## src/rtl/ram_arbiter.sv

```systemverilog
// ram_arbiter: round-robin two-port sequencer for a single-port RAM.
// One access every three cycles: IDLE grant, ACCESS drive, RESP pulse.
module ram_arbiter #(
  parameter int ADDR_WIDTH = 8,
  parameter int DATA_WIDTH = 32
) (
  input  logic                  clk,
  input  logic                  rst_n,
  input  logic                  req_0_valid,
  output logic                  req_0_ready,
  input  logic                  req_0_we,
  input  logic [ADDR_WIDTH-1:0] req_0_addr,
  input  logic [DATA_WIDTH-1:0] req_0_wdata,
  output logic                  rsp_0_valid,
  output logic [DATA_WIDTH-1:0] rsp_0_rdata,
  input  logic                  req_1_valid,
  output logic                  req_1_ready,
  input  logic                  req_1_we,
  input  logic [ADDR_WIDTH-1:0] req_1_addr,
  input  logic [DATA_WIDTH-1:0] req_1_wdata,
  output logic                  rsp_1_valid,
  output logic [DATA_WIDTH-1:0] rsp_1_rdata,
  output logic                  ram_w_enable,
  output logic [ADDR_WIDTH-1:0] ram_data_addr,
  output logic [DATA_WIDTH-1:0] ram_data_in,
  input  logic [DATA_WIDTH-1:0] ram_data_out
);

  typedef enum logic [1:0] {
    IDLE,
    ACCESS,
    RESP
  } state_e;

  state_e                state_q, state_d;
  logic                  last_q, last_d;
  logic                  owner_q, owner_d;
  logic                  we_q, we_d;
  logic [ADDR_WIDTH-1:0] addr_q, addr_d;
  logic [DATA_WIDTH-1:0] wdata_q, wdata_d;
  logic [DATA_WIDTH-1:0] rdata_q, rdata_d;

  logic grant0, grant1;

  // Contention goes to whoever did not win last time.
  assign grant0 = req_0_valid & (~req_1_valid | last_q);
  assign grant1 = req_1_valid & (~req_0_valid | ~last_q);

  always_comb begin
    state_d     = state_q;
    last_d      = last_q;
    owner_d     = owner_q;
    we_d        = we_q;
    addr_d      = addr_q;
    wdata_d     = wdata_q;
    rdata_d     = rdata_q;
    req_0_ready = 1'b0;
    req_1_ready = 1'b0;
    rsp_0_valid = 1'b0;
    rsp_1_valid = 1'b0;
    unique case (state_q)
      IDLE: begin
        req_0_ready = grant0 & rst_n;
        req_1_ready = grant1 & rst_n;
        unique case (1'b1)
          grant0: begin
            we_d    = req_0_we;
            addr_d  = req_0_addr;
            wdata_d = req_0_wdata;
            owner_d = 1'b0;
            last_d  = 1'b0;
            state_d = ACCESS;
          end
          grant1: begin
            we_d    = req_1_we;
            addr_d  = req_1_addr;
            wdata_d = req_1_wdata;
            owner_d = 1'b1;
            last_d  = 1'b1;
            state_d = ACCESS;
          end
          default: ;
        endcase
      end
      ACCESS: begin
        rdata_d = we_q ? '0 : ram_data_out;
        state_d = RESP;
      end
      RESP: begin
        rsp_0_valid = ~owner_q;
        rsp_1_valid = owner_q;
        state_d     = IDLE;
      end
      default: state_d = IDLE;
    endcase
  end

  always_ff @(posedge clk or negedge rst_n) begin
    if (!rst_n) begin
      state_q <= IDLE;
      last_q  <= 1'b1;
      owner_q <= 1'b0;
      we_q    <= 1'b0;
      addr_q  <= '0;
      wdata_q <= '0;
      rdata_q <= '0;
    end else begin
      state_q <= state_d;
      last_q  <= last_d;
      owner_q <= owner_d;
      we_q    <= we_d;
      addr_q  <= addr_d;
      wdata_q <= wdata_d;
      rdata_q <= rdata_d;
    end
  end

  assign ram_w_enable  = (state_q == ACCESS) & we_q;
  assign ram_data_addr = addr_q;
  assign ram_data_in   = wdata_q;
  assign rsp_0_rdata   = rdata_q;
  assign rsp_1_rdata   = rdata_q;

endmodule

```

## config.mk

```make
export PLATFORM = sky130hd
export DESIGN_NAME = ram_arbiter
export DESIGN_NICKNAME = d
export VERILOG_FILES = /design/src/rtl/ram_arbiter.sv
export SDC_FILE = /design/constraint.sdc
export NUM_CORES = 1
export LEC_CHECK = 0
export ABC_CLOCK_PERIOD_IN_PS = 2500
export CAP_MARGIN = 30
export CELL_PAD_IN_SITES_DETAIL_PLACEMENT = 0
export CELL_PAD_IN_SITES_GLOBAL_PLACEMENT = 1
export CORE_MARGIN = 1
export CORE_UTILIZATION = 31
export DETAILED_ROUTE_END_ITERATION = 8
export GPL_TIMING_DRIVEN = 1
export HOLD_SLACK_MARGIN = 0.1
export PLACE_DENSITY_LB_ADDON = 0.1
export SLEW_MARGIN = 15
export SYNTH_ARGS = -nofsm -noshare
export SYNTH_HDL_FRONTEND = slang
export SYNTH_SLANG_ARGS = --single-unit
```

## constraint.sdc

```tcl
create_clock -name clk -period 2.5 [get_ports clk]
set_input_delay 0.5 -clock clk [delete_from_list [all_inputs] [get_ports clk]]
set_output_delay 0.5 -clock clk [all_outputs]
set_load 0.02 [all_outputs]
```

## After elaboration in Yosys (flattened, before gate mapping)

Cells that the tools add are included.

| word-level totals | value |
|---|---|
| flip-flop bits (word level) | 77 |
| input bits | 118 |
| output and inout bits | 109 |
| word-level logic and storage cells | 36 |

| cells by class | value |
|---|---|
| equality and inequality tests | 3 |
| multiplexer cells | 11 |
| bitwise gates (word level) | 11 |
| reductions and logical operators | 4 |

Operators with widths:

| kind | number |
|---|---|
| $pmux 32 s2 | 1 |
| $mux 32 | 1 |
| $pmux 8 s2 | 1 |
| $and 1x1->1 | 5 |
| $mux 1 | 4 |
| $not 1->1 | 4 |
| $pmux 1 s2 | 2 |
| $pmux 2 s2 | 1 |
| $eq 2x1->1 const B | 1 |
| $eq 2x2->1 const B | 1 |
| $logic_not 2->1 | 1 |
| $mux 2 | 1 |
| $ne 2x2->1 const B | 1 |
| $or 1x1->1 | 2 |
| $reduce_and 2->1 | 1 |
| $reduce_bool 2->1 | 1 |
| $reduce_or 2->1 | 1 |

## Logic depth before layout (Yosys ltp)

Gate-level depths: netlist of the first run.

| depth | value |
|---|---|
| word-level depth | 6 |
| gate-level depth with buffers | 5 |
| mapped depth without buffers | 3 |

## Worst setup path after synthesis of the first run

No wires, ideal clock.

| path | value |
|---|---|
| path type | input to output |
| start point | input port req_1_valid |
| end point | output port req_1_ready |
| arrival | 1.379 ns |
| data required time | 2.000 ns |
| setup slack | 0.621 ns |
| stages | 5 |
| path buffers | 2 |
| cell sequence | a21bo_1 > buf_6 > buf_8 > nor3_1 > and2_1 |

| on the way | value |
|---|---|
| word-level cells in the longest chain between the ends | 3 |

Ends and longest elaborated chain:

| what | RTL line | RTL |
|---|---|---|
| start: declaration | 16 | `input logic req_1_valid,` |
| $and 1x1->1 | 47 | `assign grant1 = req_1_valid & (~req_0_valid \| ~last_q);` |
| $and 1x1->1 | 64 | `req_1_ready = grant1 & rst_n;` |
| $mux 1 | 61 | `unique case (state_q)` |
| end: declaration | 17 | `output logic req_1_ready,` |

No other way between the ends.

## Worst setup path after layout of the first run

Ends and elaborated chain as after synthesis.

==> results of run 1 <==
per-layer routing:
metal | vias to the layer above | track usage | wire (µm)
li1 | 1443 | - | -
met3 | 8 | 0.0544 | 963
met2 | 144 | 0.250 | 4580
met1 | 1420 | 0.183 | 4450
met5 | - | 0 | 0
met4 | 0 | 0.0538 | 99
power by group through the flow:
stage	sequential, µW	clock, µW	combinational [µW]
finish	2340	1180	4950
floorplan	3030	0	2390
CTS	2350	1230	5020
global route	2440	1280	5300
global placement	2340	0	4960
detailed placement	2350	0	5020
repair_timing:
action,CTS,global route
gates resized for setup,1,1
hold buffers,1,0
endpoints found under the hold margin,2,0
endpoints found under the setup margin,1,1
per-stage QoR:
step | hold slack, ns | total power, µW | cell area [µm²] | cells
finish | 0.255 | 8470 | 6500 | 698
global route | 0.296 | 9020 | 6500 | 698
floorplan | 0.204 | 5420 | 4020 | 325
detailed placement | 0.312 | 7370 | 6220 | 681
CTS | 0.266 | 8600 | 6490 | 698
global placement | 0.311 | 7310 | 6190 | 680
flip-flops by register name, indices dropped and copies added, names as in the netlist:
signal,count
state_q,2
we_q,1
ram_data_in,32
last_q,1
rsp_0_rdata,32
ram_data_addr,8
owner_q,1
cell usage in the layout, fill, tap and decap left out, types with 2 or more instances in the layout:
cell             count
buf_4                9
clkbuf_1             4
clkbuf_16            9
clkdlybuf4s50_1    223
clkinv_2             2
dfrtp_1             76
inv_1                2
mux2_2               4
mux2_4              76
mux2i_1              2
nand2_1             65
nor2_1               3
o21ai_0             33
final timing paths:
check | start | slack [ns] | endpoint
min in group clk | rsp_0_rdata[13]$_DFFE_PN0N_ | 0.50 | rsp_0_rdata[13]$_DFFE_PN0N_
max in group asynchronous | rst_n | 1.69 | rsp_0_rdata[16]$_DFFE_PN0N_
max | req_1_valid | 0.11 | req_1_ready
min | rst_n | 0.25 | ram_data_in[28]$_DFFE_PN0P_
max reg2reg | last_q$_DFFE_PN1P_ | 0.45 | ram_data_in[13]$_DFFE_PN0P_
min reg2reg | rsp_0_rdata[13]$_DFFE_PN0N_ | 0.50 | rsp_0_rdata[13]$_DFFE_PN0N_
cell type report:
type                            count  share of cell area
Tap cell                          172              0.0331
Sequential cell                    77               0.297
Clock inverter                      2             0.00154
Inverter                            3             0.00173
Timing Repair Buffer              237               0.366
Multi-Input combinational cell    193               0.262
Clock buffer                       14              0.0391
synth_stat cells (2+ instances only):
master and count:
nor2_1 3, mux2_2 4, nand2_1 65, dfrtp_1 76, mux2_4 76, buf_8 4
inv_1 2, mux2i_1 2, buf_4 36, clkbuf_1 10, o21ai_0 33
cell families (layout without fill, tap and decap cells):
family | after synthesis | count (layout) | synth area share
AOI/OAI and AO/OA | 38 | 38 | 0.0501
buffers and inverters | 55 | 256 | 0.0984
and+or+nand+nor | 73 | 73 | 0.0719
DFF | 77 | 77 | 0.480
muxes | 82 | 82 | 0.300
==> flow_summary_export.csv, run 1 <==
group,metric,value,unit
cts,postCtsSetupBuffers,0,
cells_and_area,syn_to_final_growth,61.6,%
cts,numCtsBuffers,9,
critical_path,path_cells,"clkdlybuf4s50_1 -> a21bo_2 -> nor3_1 -> and2_1 -> dlygate4sd2_1",
critical_path,cp.buffers_inverters,2,
route,drt_pre_antenna_iters,4,
timing,rsz0062_at_grt,"false",
pwr,combPwrFrac,0.585,
critical_path,crit_path_top_delay_cell,"clkdlybuf4s50_1",
cells_and_area,nets,639,
synthesis,synth.area.top_cells,"dfrtp_1 47%, mux2_4 28%, buf_4 6.7%",
cells_and_area,layout-drive-gt1-share,0.203,
timing,fin_crit,2.39,ns
worst_hold_path,hold_path.class,"in2async",
pwr,vdd_ir_drop_max,430,µV
global_routing,grt_overflow,0,
route,routed_wl,10100,µm
timing,setup_tns,0,ns
synthesis,synth.yosys.seq_area_share,0.480,
route,drtIter0Drc,91,
floorplan,die-height,116,µm
cells_and_area,multi_input_area,1700,µm²
cts,root_buffer,"clkbuf_16",
route,vias,3015,
global_routing,grtUsageTotal,0.152,
synthesis,yosys.area.top_type,"dfrtp_1",
pwr,p_int,5230,µW
run_status,status,"finished, final reports clean",
critical_path,cp_data_arrival_time,1.89,ns
timing,setup_viol,0,
critical_path,slowest_delay,0.47,ns
floorplan,row_count,41,
pwr,clock_power_share,0.139,
timing,worst_pin_slew,0.719,ns
floorplan,die_area,13400,µm²
critical_path,cp-start-kind,"input pin",
run,maxCapViolations,0,
cells_and_area,diodes,0,
floorplan,initial_core_util,0.319,
timing,relSlewSlack,0.520,
global_routing,grt_pass1_vias,3004,
pwr,seqPwrFrac,0.276,
critical_path,crit_family,"buffers and inverters",
timing,finalCritPeriodShare,0.956,
critical_path,crit_type,"in2out",
synthesis,postSynthAreaPerCell,12.4,µm²
place,preCtsSetupSlack,-0.149,ns
floorplan,coreArea,12600,µm²
pwr,switching_share,0.382,
pwr,p_leak,0.00290,µW
timing,fin_skew,0.00638,ns
global_routing,antenna_found_initial,0,
place,routabilityCongestion,0.680,
synthesis,ys.warnings.count,0,
cts,h-tree-depth,3,
cells_and_area,final_core_util,0.515,
synthesis,synth-edff-count,0,
pwr,power.switching,3240,µW
timing,fmax,0.419,GHz
route,final_antenna_net_count,0,
cts,clock_latency,0.32,ns
synthesis,synthesis.area,4020,µm²
global_routing,grt_max_degree,66,
synthesis,synth-seq-cells,77,
synthesis,synth_top_flop_cell,"dfrtp_1",
critical_path,reg2reg_depth,4,
synthesis,synthDistinctLibCells,25,
critical_path,critPathCaptureType,"output pin",
global_routing,grt_pass1_wl,15400,µm
floorplan,die_w,116,µm
floorplan,io_pins,227,
cts,clk_path_buf_depth,2,
cells_and_area,n_fill_cell,1178,
route,route.detailed.drc,0,
pwr,power_density,1300,nW/µm²
route,wl_per_cell,14.5,µm
place,hpwl,7340,µm
route,via_per_inst,4.32,
timing,slew_violations,0,
critical_path,cp_num_cells,5,
synthesis,synthCells,325,
timing,setup_slack,0.111,ns
critical_path,worstPathRequired,2.00,ns
place,port_buffers,226,
critical_path,critPathMaxFanout,2,
cells_and_area,seqCellArea,1930,µm²
synthesis,syn-num-nets,443,
timing,finalHoldViolations,0,
cts,cts_tree,"done",
cts,clock-sinks,77,
cts,cts.clk_slew.worst_paths,0.06,ns
synthesis,netlist.area_leader.share,0.473,
synthesis,synthArstFlopShare,1.00,
Note: power is estimated with default switching activity, not from simulation.
==> inputs of run 2 (changes only) <==
Settings changed: TNS_END_PERCENT set to 5.
==> results of run 2 <==
No change in the layout: final DEF, timing and power equal those of run 1.
